--- src/rtl/mpu_spi_master.sv ---
`default_nettype none
// ============================================================================
// Module      : mpu_spi_master
// Description : SPI mode-3 master for MPU-style register access. Each frame
//               is 16 bits, MSB first: {rd_wr_sel, address[6:0], data}, where
//               data is wr_data for writes and 8'h00 for reads. For reads,
//               the byte returned in the second half of the frame is placed
//               on rd_data.
// Ports       : clk, reset          - clock, synchronous active-high reset
//               start               - frame request (accepted in IDLE only)
//               rd_wr_sel           - 1 = read, 0 = write
//               address[6:0]        - register address
//               wr_data[7:0]        - write payload
//               rd_data[7:0]        - last byte read
//               busy                - transaction in progress
//               done                - one-cycle pulse on the last gap cycle
//               SPI_SS_a            - slave select, active low (registered)
//               SPI_CK_a            - SPI clock, idle high (registered)
//               SPI_DO_a            - master out (registered)
//               SPI_DI_a            - master in
// Revision    : 1.0 - initial release
// ============================================================================
module mpu_spi_master #(
    parameter int CLK_DIV    = 4,
    parameter int GAP_CYCLES = 8
) (
    input  logic       clk,
    input  logic       reset,
    input  logic       start,
    input  logic       rd_wr_sel,
    input  logic [6:0] address,
    input  logic [7:0] wr_data,
    output logic [7:0] rd_data,
    output logic       busy,
    output logic       done,
    output logic       SPI_SS_a,
    output logic       SPI_CK_a,
    output logic       SPI_DO_a,
    input  logic       SPI_DI_a
);

    // One counter times both the SCK phases and the inter-frame gap.
    localparam int CNT_MAX = (CLK_DIV > GAP_CYCLES) ? CLK_DIV : GAP_CYCLES;
    localparam int CNT_W   = (CNT_MAX > 1) ? $clog2(CNT_MAX) : 1;
    localparam logic [CNT_W-1:0] DIV_LAST = CNT_W'(CLK_DIV - 1);
    localparam logic [CNT_W-1:0] GAP_LAST = CNT_W'(GAP_CYCLES - 1);

    localparam logic [2:0] S_IDLE    = 3'd0;
    localparam logic [2:0] S_SETUP   = 3'd1;
    localparam logic [2:0] S_CK_LOW  = 3'd2;
    localparam logic [2:0] S_CK_HIGH = 3'd3;
    localparam logic [2:0] S_HOLD    = 3'd4;
    localparam logic [2:0] S_GAP     = 3'd5;

    logic [2:0]       state_q, state_d;
    logic [CNT_W-1:0] cnt_q, cnt_d;
    logic [3:0]       bit_q, bit_d;
    logic [15:0]      tx_q, tx_d;
    logic [15:0]      rx_q, rx_d;
    logic [7:0]       rd_q, rd_d;
    logic             rw_q, rw_d;
    logic             ss_q, ss_d;
    logic             ck_q, ck_d;
    logic             do_q, do_d;
    logic             phase_end;

    // State and datapath registers
    always_ff @(posedge clk) begin
        if (reset) begin
            state_q <= S_IDLE;
            cnt_q   <= '0;
            bit_q   <= '0;
            tx_q    <= '0;
            rx_q    <= '0;
            rd_q    <= 8'h00;
            rw_q    <= 1'b0;
            ss_q    <= 1'b1;
            ck_q    <= 1'b1;
            do_q    <= 1'b0;
        end else begin
            state_q <= state_d;
            cnt_q   <= cnt_d;
            bit_q   <= bit_d;
            tx_q    <= tx_d;
            rx_q    <= rx_d;
            rd_q    <= rd_d;
            rw_q    <= rw_d;
            ss_q    <= ss_d;
            ck_q    <= ck_d;
            do_q    <= do_d;
        end
    end

    // Next-state and datapath logic
    always_comb begin
        state_d   = state_q;
        cnt_d     = cnt_q + CNT_W'(1);
        bit_d     = bit_q;
        tx_d      = tx_q;
        rx_d      = rx_q;
        rd_d      = rd_q;
        rw_d      = rw_q;
        phase_end = (cnt_q == DIV_LAST);
        case (state_q)
            S_IDLE: begin
                cnt_d = '0;
                if (start) begin
                    state_d = S_SETUP;
                    bit_d   = '0;
                    rw_d    = rd_wr_sel;
                    tx_d    = {rd_wr_sel, address, rd_wr_sel ? 8'h00 : wr_data};
                end
            end
            S_SETUP: begin
                if (phase_end) begin
                    state_d = S_CK_LOW;
                    cnt_d   = '0;
                end
            end
            S_CK_LOW: begin
                // The edge that raises SCK is the sampling point for MISO.
                if (phase_end) begin
                    state_d = S_CK_HIGH;
                    cnt_d   = '0;
                    rx_d    = {rx_q[14:0], SPI_DI_a};
                end
            end
            S_CK_HIGH: begin
                if (phase_end) begin
                    cnt_d = '0;
                    if (bit_q == 4'd15) begin
                        state_d = S_HOLD;
                        if (rw_q) begin
                            rd_d = rx_q[7:0];
                        end
                    end else begin
                        state_d = S_CK_LOW;
                        bit_d   = bit_q + 4'd1;
                        tx_d    = {tx_q[14:0], 1'b0};
                    end
                end
            end
            S_HOLD: begin
                if (phase_end) begin
                    state_d = S_GAP;
                    cnt_d   = '0;
                end
            end
            S_GAP: begin
                if (cnt_q == GAP_LAST) begin
                    state_d = S_IDLE;
                    cnt_d   = '0;
                end
            end
            default: begin
                state_d = S_IDLE;
                cnt_d   = '0;
            end
        endcase
    end

    // Output logic. The pin registers are loaded from the next-state
    // decode so that they line up with state_q without a cycle of lag.
    always_comb begin
        ss_d = 1'b1;
        ck_d = 1'b1;
        do_d = 1'b0;
        case (state_d)
            S_SETUP:   begin ss_d = 1'b0; do_d = tx_d[15]; end
            S_CK_LOW:  begin ss_d = 1'b0; ck_d = 1'b0; do_d = tx_d[15]; end
            S_CK_HIGH: begin ss_d = 1'b0; do_d = tx_d[15]; end
            S_HOLD:    begin ss_d = 1'b0; end
            default:   begin ss_d = 1'b1; end
        endcase
        done = (state_q == S_GAP) && (cnt_q == GAP_LAST);
        busy = !reset && ((state_q != S_IDLE) || start);
    end

    assign rd_data  = rd_q;
    assign SPI_SS_a = ss_q;
    assign SPI_CK_a = ck_q;
    assign SPI_DO_a = do_q;

endmodule
`default_nettype wire

--- config.mk ---
export PLATFORM = sky130hd
export DESIGN_NAME = mpu_spi_master
export DESIGN_NICKNAME = d
export VERILOG_FILES = /design/src/rtl/mpu_spi_master.sv
export SDC_FILE = /design/constraint.sdc
export NUM_CORES = 1
export LEC_CHECK = 0
export ABC_AREA = 1
export CORE_MARGIN = 5
export CORE_UTILIZATION = 50
export CTS_BUF_LIST = sky130_fd_sc_hd__clkbuf_16
export CTS_CLUSTER_DIAMETER = 60
export DETAILED_ROUTE_END_ITERATION = 8
export HOLD_SLACK_MARGIN = 0.03
export PLACE_DENSITY = 0.81
export SYNTH_ARGS = -nofsm -noshare
export SYNTH_HDL_FRONTEND = slang
export SYNTH_SLANG_ARGS = --single-unit
--- constraint.sdc ---
create_clock -name clk -period 3.4 [get_ports clk]
set_clock_uncertainty 0.2 [all_clocks]
set_input_delay 0.85 -clock clk [delete_from_list [all_inputs] [get_ports clk]]
set_output_delay 0.85 -clock clk [all_outputs]
set_load 0.05 [all_outputs]
==> out/qor.csv <==
stage,metric,value,unit
setup_path,cp_max_fo,4,
timing,min_period,3.02,ns
setup_path,cp-startpoint,cnt_q[0],
power_and_ir_drop,power_density,444,nW/um^2
layout,final_nets,346,
floorplanning,die_area,5730,um^2
power_and_ir_drop,vdd.ir_drop.worst,0.000369,V
cts,postCtsSetupBuffers,0,
detailed_routing,dr_wl_met2,2240,um
cts,clkSlewWorstSetupHoldPaths,0.06,ns
setup_path,r2r_slack,1.14,ns
cts,cts_tree,yes,
layout,multi_input_area,995,um^2
detailed_routing,drc_errors,0,
layout,fill_cells,394,
power_and_ir_drop,p_clk_frac,0.408,
floorplanning,design.core.area,4260,um^2
layout,insertedDiodeCount,0,
yosys,synth_seq_cells,46,
timing,period_share,0.888,
cts,htree_levels,2,
power_and_ir_drop,p_switching,290,uW
layout,syn_to_final_growth,22.1,%
job,max_cap_violations,0,
detailed_routing,drt_iter0_markers,79,
grt,antenna_found_initial,0,
yosys,netlist-cell-type-count,27,
cts,cts_sinks,46,
timing,slew_violations,0,
floorplanning,initial_core_util,0.506,
detailed_routing,wirelength,4560,um
detailed_routing,vias,1934,
cts,ctsHoldBuffers,0,
cts,clockRootBuffer,clkbuf_16,
yosys,syn_area,2160,um^2
timing,hold_violations,0,
timing,tns,0,ns
timing,setup_viol,0,
yosys,synth_fp_nets,317,
placed_design,dp_hpwl,3260,um
timing,fmax,331,MHz
power_and_ir_drop,combPwrFrac,0.109,
cts,clk_latency,0.28,ns
detailed_routing,top_layer_used,met4,
grt,grt_pass1_vias,1788,
placed_design,place_congestion,0.801,
layout,final_layout_size_suffix_gt1_frac,0.109,
placed_design,dp_cells,365,
grt,grt_usage,0.173,
cts,cts_resized,0,
floorplanning,dieWidth,75.7,um
setup_path,worstReg2RegStart,cnt_q[0],
cts,numCtsBuffers,5,
outcome,status,completed,
grt,overflow,0,
cts,cts_buffer_depth,2,
yosys,synth_warnings,0,
yosys,seq_area_frac_synth,0.426,
power_and_ir_drop,p_leak,0.00104,uW
timing,grt_setup_unrepaired,false,
detailed_routing,met1_length,1950,um
min_path,min-delay-start,rd_data[1],
setup_path,required,2.35,ns
placed_design,port_buffers,32,
min_path,hold_class,register to register,
layout,regArea,921,um^2
detailed_routing,dr.pass1.iters,4,
timing,tightest_slew,0.523,ns
yosys,netlist_instances,291,
detailed_routing,routed_via_density,5.18,
setup_path,crit_arrival,1.97,ns
timing,max_slew_margin,0.651,
grt,grt_pass1_wl,7530,um
detailed_routing,wl_met3,296,um
layout,instances_no_fill,373,
power_and_ir_drop,internal-power,881,uW
floorplanning,fp.dieH,75.7,um
floorplanning,core.rowCount,24,
floorplanning,num_io_pins,33,
yosys,avgSynthCellArea,7.42,um^2
detailed_routing,wire_per_inst,12.2,um
detailed_routing,ant_nets,0,
setup_path,path_class,register to output pin,
power_and_ir_drop,power_frac_seq,0.483,
grt,grt_max_degree,25,
power_and_ir_drop,swShare,0.248,
setup_path,cp-start-kind,register,
setup_path,end_kind,output pin,
power by group through the flow:
stage               combinational [uW]  clock [uW]  sequential, uW
floorplan                         81.2           0             580
global placement                   125           0             576
detailed placement                 127           0             577
CTS                                128         489             565
global route                       140         513             567
finish                             128         478             566
cells by family after synthesis:
logic type / after synthesis / synth area share
simple gates: 112 / 0.240
flops: 46 / 0.426
fa+ha+maj: 6 / 0.0348
buf+inv: 56 / 0.113
compound gates: 69 / 0.178
xor+xnor: 2 / 0.00811
cell type report:
| cell class | count | share of cell area |
|---|---|---|
| clock buffer | 5 | 0.0474 |
| clock inverter | 3 | 0.00806 |
| inverter | 44 | 0.0626 |
| multi-input combinational | 189 | 0.377 |
| sequential | 46 | 0.349 |
| tap | 52 | 0.0247 |
| timing repair buffer | 34 | 0.131 |
flip-flops by register name, indices dropped and copies added (netlist names):
signal / count
state_q: 3
SPI_CK_a: 1
tx_q: 16
SPI_SS_a: 1
rd_data: 8
SPI_DO_a: 1
rw_q: 1
cnt_q: 3
rx_q: 8
bit_q: 4
cell usage in the layout, fill, tap and decap left out:
master	Yosys	layout
inv_1	41	41
o211ai_1	2	2
inv_2	3	3
buf_12	0	1
buf_4	0	2
nand4_1	2	2
dfxtp_1	46	46
nand2_4	1	1
xor2_1	1	1
nand2_2	2	2
clkinv_4	0	1
nor2_4	3	3
nand3_2	1	1
clkbuf_16	0	5
nand3_1	18	18
ha_1	6	6
clkinv_2	0	1
nand2_1	50	50
a21oi_2	6	6
nor2_2	3	3
nor3_1	1	1
nor2_1	28	28
clkinvlp_4	0	1
or2_2	1	1
o21ai_0	16	16
nand3_4	1	1
clkdlybuf4s50_1	0	31
o21ai_2	3	3
xnor2_1	1	1
a21oi_1	42	42
nand3b_1	1	1
layer usage:
layer,global-route usage,vias to the layer above
met5,0,-
met4,0.0835,0
met3,0.0383,9
met2,0.305,55
met1,0.196,888
li1,-,982
per-stage QoR:
stage | total power, uW | hold slack, ns | worst slack [ns] | utilization | area [um^2]
floorplan | 661 | 0.221 | 0.589 | - | 2160
global placement | 701 | 0.228 | 0.619 | 0.584 | 2490
CTS | 1180 | 0.248 | 0.358 | 0.619 | 2640
finish | 1170 | 0.245 | 0.380 | 0.619 | 2640
detailed placement | 704 | 0.238 | 0.610 | 0.584 | 2490
global route | 1220 | 0.269 | 0.246 | 0.619 | 2640
critical path, cell delays in order (launching register included):
cell             delay [ns]
dfxtp_1                0.33
ha_1                   0.22
ha_1                   0.16
inv_1                  0.07
nor2_1                 0.10
clkdlybuf4s50_1        0.80
final timing paths:
kind / endpoint / depth (start not counted)
setup / recovery: done / 5
hold / removal: rd_data[1] / 2
setup reg to reg: rx_q[1] / 5
hold reg to reg: rd_data[1] / 2
cells in the mapped netlist:
cell | number | area, um^2
nand4_1 | 2 | 12.5
o21ai_0 | 16 | 80.1
buf_2 | 3 | 15.0
xnor2_1 | 1 | 8.76
nand3b_1 | 1 | 7.51
nand3_4 | 1 | 17.5
nor2_4 | 3 | 33.8
a21oi_1 | 42 | 210
o211ai_1 | 2 | 15.0
nand2_1 | 50 | 188
xor2_1 | 1 | 8.76
or2_2 | 1 | 6.26
nand3_1 | 18 | 90.1
clkbuf_1 | 5 | 18.8
ha_1 | 6 | 75.1
a21oi_2 | 6 | 52.6
inv_2 | 3 | 11.3
nand2_4 | 1 | 11.3
dfxtp_1 | 46 | 921
inv_1 | 41 | 154
nor2_1 | 28 | 105
nor3_1 | 1 | 5.00
buf_6 | 4 | 45.0
nor2_2 | 3 | 18.8
nand2_2 | 2 | 12.5
nand3_2 | 1 | 10.0
o21ai_2 | 3 | 26.3
(Power assumes the default switching activity.)
